<file path="config.mk">
export PLATFORM = sky130hd
export DESIGN_NAME = lc3_seq_ctrl
export DESIGN_NICKNAME = d
export VERILOG_FILES = /design/src/rtl/lc3_pkg.sv /design/src/rtl/lc3_wait_timer.sv /design/src/rtl/lc3_seq_ctrl.sv
export SDC_FILE = /design/constraint.sdc
export NUM_CORES = 1
export LEC_CHECK = 0
export ABC_AREA = 1
export ABC_CLOCK_PERIOD_IN_PS = 2400
export BUFFER_PORTS_ARGS = -buffer_cell sky130_fd_sc_hd__clkbuf_2
export CELL_PAD_IN_SITES_DETAIL_PLACEMENT = 0
export CELL_PAD_IN_SITES_GLOBAL_PLACEMENT = 1
export CORE_MARGIN = 5
export CORE_UTILIZATION = 39
export CTS_CLUSTER_DIAMETER = 60
export DETAILED_ROUTE_END_ITERATION = 8
export GPL_TIMING_DRIVEN = 1
export PLACE_DENSITY_LB_ADDON = 0.12
export SETUP_SLACK_MARGIN = 0.5
export SYNTH_ARGS = -nofsm -noshare
export SYNTH_HDL_FRONTEND = slang
export SYNTH_SLANG_ARGS = --single-unit
</file>
<file path="constraint.sdc">
create_clock -name clk -period 2.4 [get_ports clk]
set_clock_uncertainty 0.2 [all_clocks]
set_input_delay 0.72 -clock clk [delete_from_list [all_inputs] [get_ports clk]]
set_output_delay 0.72 -clock clk [all_outputs]
set_load 0.05 [all_outputs]
</file>
<file path="src/rtl/lc3_pkg.sv">
// Shared LC3 sequencer definitions: opcodes, FSM states, memory-state and error codes.
package lc3_pkg;

  localparam logic [3:0] OP_BR   = 4'b0000;
  localparam logic [3:0] OP_ADD  = 4'b0001;
  localparam logic [3:0] OP_LD   = 4'b0010;
  localparam logic [3:0] OP_ST   = 4'b0011;
  localparam logic [3:0] OP_JSR  = 4'b0100;
  localparam logic [3:0] OP_AND  = 4'b0101;
  localparam logic [3:0] OP_LDR  = 4'b0110;
  localparam logic [3:0] OP_STR  = 4'b0111;
  localparam logic [3:0] OP_RTI  = 4'b1000;
  localparam logic [3:0] OP_NOT  = 4'b1001;
  localparam logic [3:0] OP_LDI  = 4'b1010;
  localparam logic [3:0] OP_STI  = 4'b1011;
  localparam logic [3:0] OP_JMP  = 4'b1100;
  localparam logic [3:0] OP_RSV  = 4'b1101;
  localparam logic [3:0] OP_LEA  = 4'b1110;
  localparam logic [3:0] OP_TRAP = 4'b1111;

  typedef enum logic [3:0] {
    StReset,
    StFetch,
    StDecode,
    StExecute,
    StMemInd,
    StMem,
    StWb,
    StUpdPc,
    StHalt,
    StError
  } state_e;

  localparam logic [1:0] MEM_ST_READ  = 2'd0;
  localparam logic [1:0] MEM_ST_WRITE = 2'd1;
  localparam logic [1:0] MEM_ST_IND   = 2'd2;
  localparam logic [1:0] MEM_ST_IDLE  = 2'd3;

  localparam logic [1:0] ERR_NONE    = 2'd0;
  localparam logic [1:0] ERR_ILLEGAL = 2'd1;
  localparam logic [1:0] ERR_TIMEOUT = 2'd2;

  // States that wait on a memory complete and are guarded by the wait timer.
  function automatic logic is_wait_state(input state_e s);
    return (s == StFetch) || (s == StMemInd) || (s == StMem);
  endfunction

endpackage

</file>
<file path="src/rtl/lc3_wait_timer.sv">
// Memory wait counter: cleared on entry to a wait state, counts while waiting,
// flags timeout once the count reaches MEM_TIMEOUT.
module lc3_wait_timer #(
  parameter int unsigned MEM_TIMEOUT = 64,
  parameter int unsigned CNT_W       = 7
) (
  input  logic clk,
  input  logic rst,
  input  logic clear,
  input  logic run,
  output logic timeout
);

  logic [CNT_W-1:0] count_q, count_d;

  assign timeout = (count_q == CNT_W'(MEM_TIMEOUT));

  // Saturate at the timeout value so a stalled count can never wrap back to zero.
  always_comb begin
    count_d = count_q;
    if (clear) begin
      count_d = '0;
    end else if (run && !timeout) begin
      count_d = count_q + CNT_W'(1);
    end
  end

  always_ff @(posedge clk or posedge rst) begin
    if (rst) begin
      count_q <= '0;
    end else begin
      count_q <= count_d;
    end
  end

endmodule

</file>
<file path="src/rtl/lc3_seq_ctrl.sv">
// LC3 multicycle sequencer: one instruction in flight, drives every stage enable
// and the instruction/data memory complete handshakes.
module lc3_seq_ctrl
  import lc3_pkg::*;
#(
  parameter int unsigned MEM_TIMEOUT = 64,
  parameter int unsigned CNT_W       = 7
) (
  input  logic       clk,
  input  logic       rst,
  input  logic [3:0] opcode,
  input  logic       instr_mem_complete,
  input  logic       data_mem_complete,
  output logic       enable_fetch,
  output logic       instr_mem_rd,
  output logic       enable_decode,
  output logic       enable_execute,
  output logic       enable_writeback,
  output logic       enable_updatepc,
  output logic [1:0] mem_state,
  output logic       data_mem_en,
  output logic       data_mem_rd,
  output logic       halted,
  output logic [1:0] error,
  output logic [3:0] state
);

  state_e     state_q, state_d;
  logic       is_write_q, is_write_d;
  logic [1:0] err_q, err_d;
  logic       first_q;
  logic       from_ind_q;
  logic       timeout;
  logic       timer_clear;
  logic       timer_run;

  assign timer_clear = is_wait_state(state_d) && (state_d != state_q);
  assign timer_run   = is_wait_state(state_q);

  lc3_wait_timer #(
    .MEM_TIMEOUT(MEM_TIMEOUT),
    .CNT_W      (CNT_W)
  ) u_wait_timer (
    .clk    (clk),
    .rst    (rst),
    .clear  (timer_clear),
    .run    (timer_run),
    .timeout(timeout)
  );

  // first_q marks the first cycle of any state, where a stale complete is ignored.
  always_ff @(posedge clk or posedge rst) begin
    if (rst) begin
      state_q    <= StReset;
      is_write_q <= 1'b0;
      err_q      <= ERR_NONE;
      first_q    <= 1'b1;
      from_ind_q <= 1'b0;
    end else begin
      state_q    <= state_d;
      is_write_q <= is_write_d;
      err_q      <= err_d;
      first_q    <= (state_d != state_q);
      from_ind_q <= (state_q == StMemInd) && (state_d == StMem);
    end
  end

  always_comb begin
    state_d    = state_q;
    is_write_d = is_write_q;
    err_d      = err_q;
    case (state_q)
      StReset:  state_d = StFetch;
      StFetch: begin
        if (instr_mem_complete && !first_q) begin
          state_d = StDecode;
        end else if (timeout) begin
          state_d = StError;
          err_d   = ERR_TIMEOUT;
        end
      end
      StDecode: state_d = StExecute;
      StExecute: begin
        case (opcode)
          OP_ADD, OP_AND, OP_NOT, OP_LEA, OP_JSR: state_d = StWb;
          OP_BR, OP_JMP:                          state_d = StUpdPc;
          OP_LD, OP_LDR: begin
            state_d    = StMem;
            is_write_d = 1'b0;
          end
          OP_ST, OP_STR: begin
            state_d    = StMem;
            is_write_d = 1'b1;
          end
          OP_LDI: begin
            state_d    = StMemInd;
            is_write_d = 1'b0;
          end
          OP_STI: begin
            state_d    = StMemInd;
            is_write_d = 1'b1;
          end
          OP_TRAP:        state_d = StHalt;
          OP_RTI, OP_RSV: begin
            state_d = StError;
            err_d   = ERR_ILLEGAL;
          end
          default: begin
            state_d = StError;
            err_d   = ERR_ILLEGAL;
          end
        endcase
      end
      StMemInd: begin
        if (data_mem_complete && !first_q) begin
          state_d = StMem;
        end else if (timeout) begin
          state_d = StError;
          err_d   = ERR_TIMEOUT;
        end
      end
      StMem: begin
        if (data_mem_complete && !first_q) begin
          state_d = is_write_q ? StUpdPc : StWb;
        end else if (timeout) begin
          state_d = StError;
          err_d   = ERR_TIMEOUT;
        end
      end
      StWb:            state_d = StUpdPc;
      StUpdPc:         state_d = StFetch;
      StHalt, StError: state_d = state_q;
      default:         state_d = StReset;
    endcase
  end

  always_comb begin
    enable_fetch     = 1'b0;
    instr_mem_rd     = 1'b0;
    enable_decode    = 1'b0;
    enable_execute   = 1'b0;
    enable_writeback = 1'b0;
    enable_updatepc  = 1'b0;
    mem_state        = MEM_ST_IDLE;
    data_mem_en      = 1'b0;
    data_mem_rd      = 1'b1;
    case (state_q)
      StFetch: begin
        enable_fetch = 1'b1;
        instr_mem_rd = 1'b1;
      end
      StDecode:  enable_decode  = 1'b1;
      StExecute: enable_execute = 1'b1;
      StMemInd: begin
        mem_state   = MEM_ST_IND;
        data_mem_en = 1'b1;
        data_mem_rd = 1'b1;
      end
      StMem: begin
        // The cycle right after the pointer read idles the bus between the two accesses.
        mem_state   = is_write_q ? MEM_ST_WRITE : MEM_ST_READ;
        data_mem_en = !from_ind_q;
        data_mem_rd = !is_write_q;
      end
      StWb:    enable_writeback = 1'b1;
      StUpdPc: enable_updatepc  = 1'b1;
      default: ;
    endcase
  end

  assign halted = (state_q == StHalt);
  assign error  = err_q;
  assign state  = 4'(state_q);

endmodule

</file>
==> summary.md <==
| Metric | Value |
|---|---|
| Status | finished, violations left |
| Failing checks | setup timing |
| Placed Cells | 247 |
| Synthesized area | 1300 um^2 |
| Yosys top cell area share | 0.2887 |
| Layout cells sized above 1 | 0.5451 |
| DP Area | 1587 um^2 |
| Fin nets | 244 |
| Fin crit share | 1.011 |
| RR Startpoint | state[1] |
| Crit Path Class | reg -> out |
| Max-slew violation count | 0 |
| Number of global-route vias before repair | 1,348 |
| Fmax | 0.4123 GHz |
| Worst-path clk slew | 0.10 ns |
| Layout area overhead | 69.11% |
| Setup slack after layout | -0.02520 ns |
| # IOs | 25 |
| Fin crit period | 2.425 ns |
| Final wirelength | 3.794 mm |
| Post-CTS Hold Buffers | 0 |
| Cts bufs inserted | 3 |
| WP data required | 1.48 ns |
| Chip width | 67.74 um |
| Via density | 4.839 |
| Final setup viols | 1 |
| Drc violations | 0 |
| MaxCap Viol Count | 0 |
| Mapped Nets | 187 |
| Worst path buffer plus inverter count | 3 |
| Worst path top cell family by delay | flip-flops |
| Worst-path maximum fanout | 4 |
| Peak VDD IR | 675.8 uV |
| Crit path cell chain | inv_4 -> nor2_4 -> inv_2 -> nor2_4 -> nand2_8 -> nand2_8 -> clkbuf_16 |
| Netlist cell types | 28 |
| Largest net degree at the start of global routing | 17 |
| Most frequent cells in the layout | inv_1, nand2_1, buf_4 |
| Yosys warning count | 0 |
| Non-Filler Instances | 279 |
| Worst hold path type | in -> async |
| Worst setup SP type | flip-flop |
| CTS Root Cell | clkbuf_4 |
| Final Hold Vio Count | 0 |
| RR Endpoint | u_wait_timer.count_q[4] |
| Kind of end point of the critical path | output port |
| Grt ovf | 0 |
| Global-route wire length before repair | 5.968 mm |
| Largest area contributor in the netlist | dfrtp_1 |
| Worst reg-to-reg path cell count | 11 |
| Drt pass-1 iters | 4 |
| Syn avg cell area | 7.345 um^2 |
| GPL Wtd Cong | 0.8681 |
| Setup WS pre-CTS | 0.1096 ns |
| Worst hold slack | 0.2703 ns |
| Pwr/cell area | 1445 nW/um^2 |
| Synth top area cells | dfrtp_1, nand2_1, inv_1, nand3_1, a21oi_2 |
| Slew headroom | 0.5747 |
| Pleak | 0.001074 uW |
| Die height | 67.74 um |
| Routed len/inst | 13.60 um |
| H-tree Lvls | 1 |
| Util after Layout | 0.6693 |
| Clock sink total | 16 |
| Slowest stage cell on the critical path | dfrtp_4 |
| Worst path arrival time | 1.51 ns |
| GRT Overall Usage | 0.1715 |
| Register area share after synthesis | 0.3090 |
| Count of input and output buffers | 24 |
| Via count | 1,350 |
| Row cnt | 21 |
| Initial DRC Count | 54 |
| Worst-Margin Slew | 0.6373 ns |
| Post-DP HPWL | 2.569 mm |
| DIE AREA | 4588 um^2 |
| Commonest non-fill, non-tap cell in the layout | inv_1 |
| Worst stage delay on the critical path | 0.46 ns |
| Unrepaired setup endpoints after global routing | yes |
| N_diodes | 0 |
| CTS max path bufs | 2 |
| CTS tree | done |
| Core footprint | 3284 um^2 |
| Finished Cell Area | 2198 um^2 |
| Initial antenna violation count | 0 |
| Later-pin clock latency in the skew report | 0.30 ns |
| Syn Inst Count | 177 |
| Initial core utilization | 0.3958 |
| R2r setup slk | 0.37 ns |
| Count of state elements after synthesis | 16 |
| Antenna Violating Nets Remaining | 0 |
-- cell type report --
type / count / area (um^2)
Fill cell: 282 / 1086
Multi-Input combinational cell: 124 / 937.1
Timing Repair Buffer: 55 / 620.6
Sequential cell: 16 / 409.1
Inverter: 34 / 147.6
Tap cell: 46 / 57.56
Clock buffer: 4 / 26.28
-- synthesized netlist by cell type --
library cell	number
inv_1	28
nand3_1	17
a21oi_1	3
nand2_4	2
buf_4	3
a21oi_2	8
xnor2_1	1
inv_2	6
nor2_4	3
o21a_1	1
nor2_2	7
nor4_1	1
o21ai_0	5
xor2_1	5
nand2_1	32
nand3_2	2
ha_1	2
and3_4	1
nand2_2	5
or2_2	1
nand3_4	1
nor3_1	2
nor3b_1	1
nand4_1	6
nor2_1	16
dfrtp_1	15
dfstp_2	1
nor2_8	2
-- metal layers --
| layer | routed length [um] | global-route usage | vias up |
|---|---|---|---|
| met4 | 42 | 0.03544 | 0 |
| li1 | - | - | 668 |
| met1 | 1628 | 0.2108 | 640 |
| met5 | 0 | 0 | - |
| met2 | 1935 | 0.3050 | 36 |
| met3 | 187 | 0.03661 | 6 |
-- logic make-up (layout without fill, tap and decap cells) --
| family | count (synthesis) | in the layout | synth area share |
|---|---|---|---|
| AO/OA/AOI/OAI | 17 | 17 | 0.09047 |
| AND/OR/NAND/NOR | 99 | 99 | 0.4254 |
| adder cells (fa/ha/maj) | 2 | 2 | 0.01925 |
| flip-flops | 16 | 16 | 0.3090 |
| XOR/XNOR | 6 | 6 | 0.04042 |
| buffers and inverters | 37 | 93 | 0.1155 |
-- repair_timing --
| item | CTS | global route |
|---|---|---|
| pin swaps | 9 | 14 |
| endpoints found under the setup margin | 23 | 26 |
| buffers inserted | 14 | 14 |
| resized for setup | 49 | 31 |
-- through the flow --
step | TNS (ns) | power (uW)
after global placement | 0 | 2167
after CTS | -0.01713 | 2821
after global routing | -0.4078 | 3361
after detailed placement | 0 | 2185
after floorplan | 0 | 1905
final | -0.02520 | 3177
-- flip-flops by register name, summed over array words and instances (netlist names) --
signal / count
error: 2
first_q: 1
from_ind_q: 1
is_write_q: 1
state: 4
u_wait_timer.count_q: 7
-- where the power goes --
part           switching [uW]  internal (uW)  leakage (uW)
Sequential                106            365      0.000201
Clock                    88.0           64.7     0.0000150
Combinational            1480           1080      0.000858
Total                    1670           1510       0.00107
-- how the worst max path moves through the flow --
| stage | from | to | slack (ns) | cells past startpoint |
|---|---|---|---|---|
| floorplan | state[0] | instr_mem_rd | 0.10 | 6 |
| global placement | state[3] | mem_state[0] | 0.15 | 6 |
| detailed placement | state[3] | mem_state[0] | 0.11 | 6 |
| CTS | state[2] | mem_state[0] | -0.02 | 7 |
| global route | state[2] | mem_state[0] | -0.11 | 7 |
| finish | state[2] | mem_state[0] | -0.03 | 7 |
-- worst register-to-register path, cell delays in order, from the launching register on --
cell	delay [ns]
dfrtp_2	0.48
buf_6	0.16
buf_12	0.12
buf_4	0.15
nand3_4	0.08
nor2_2	0.04
nand2_1	0.09
nand2_1	0.07
nor2_2	0.14
nand2_2	0.11
nor2_8	0.18
a21oi_2	0.08
Note: power is estimated with default switching activity, not from simulation.
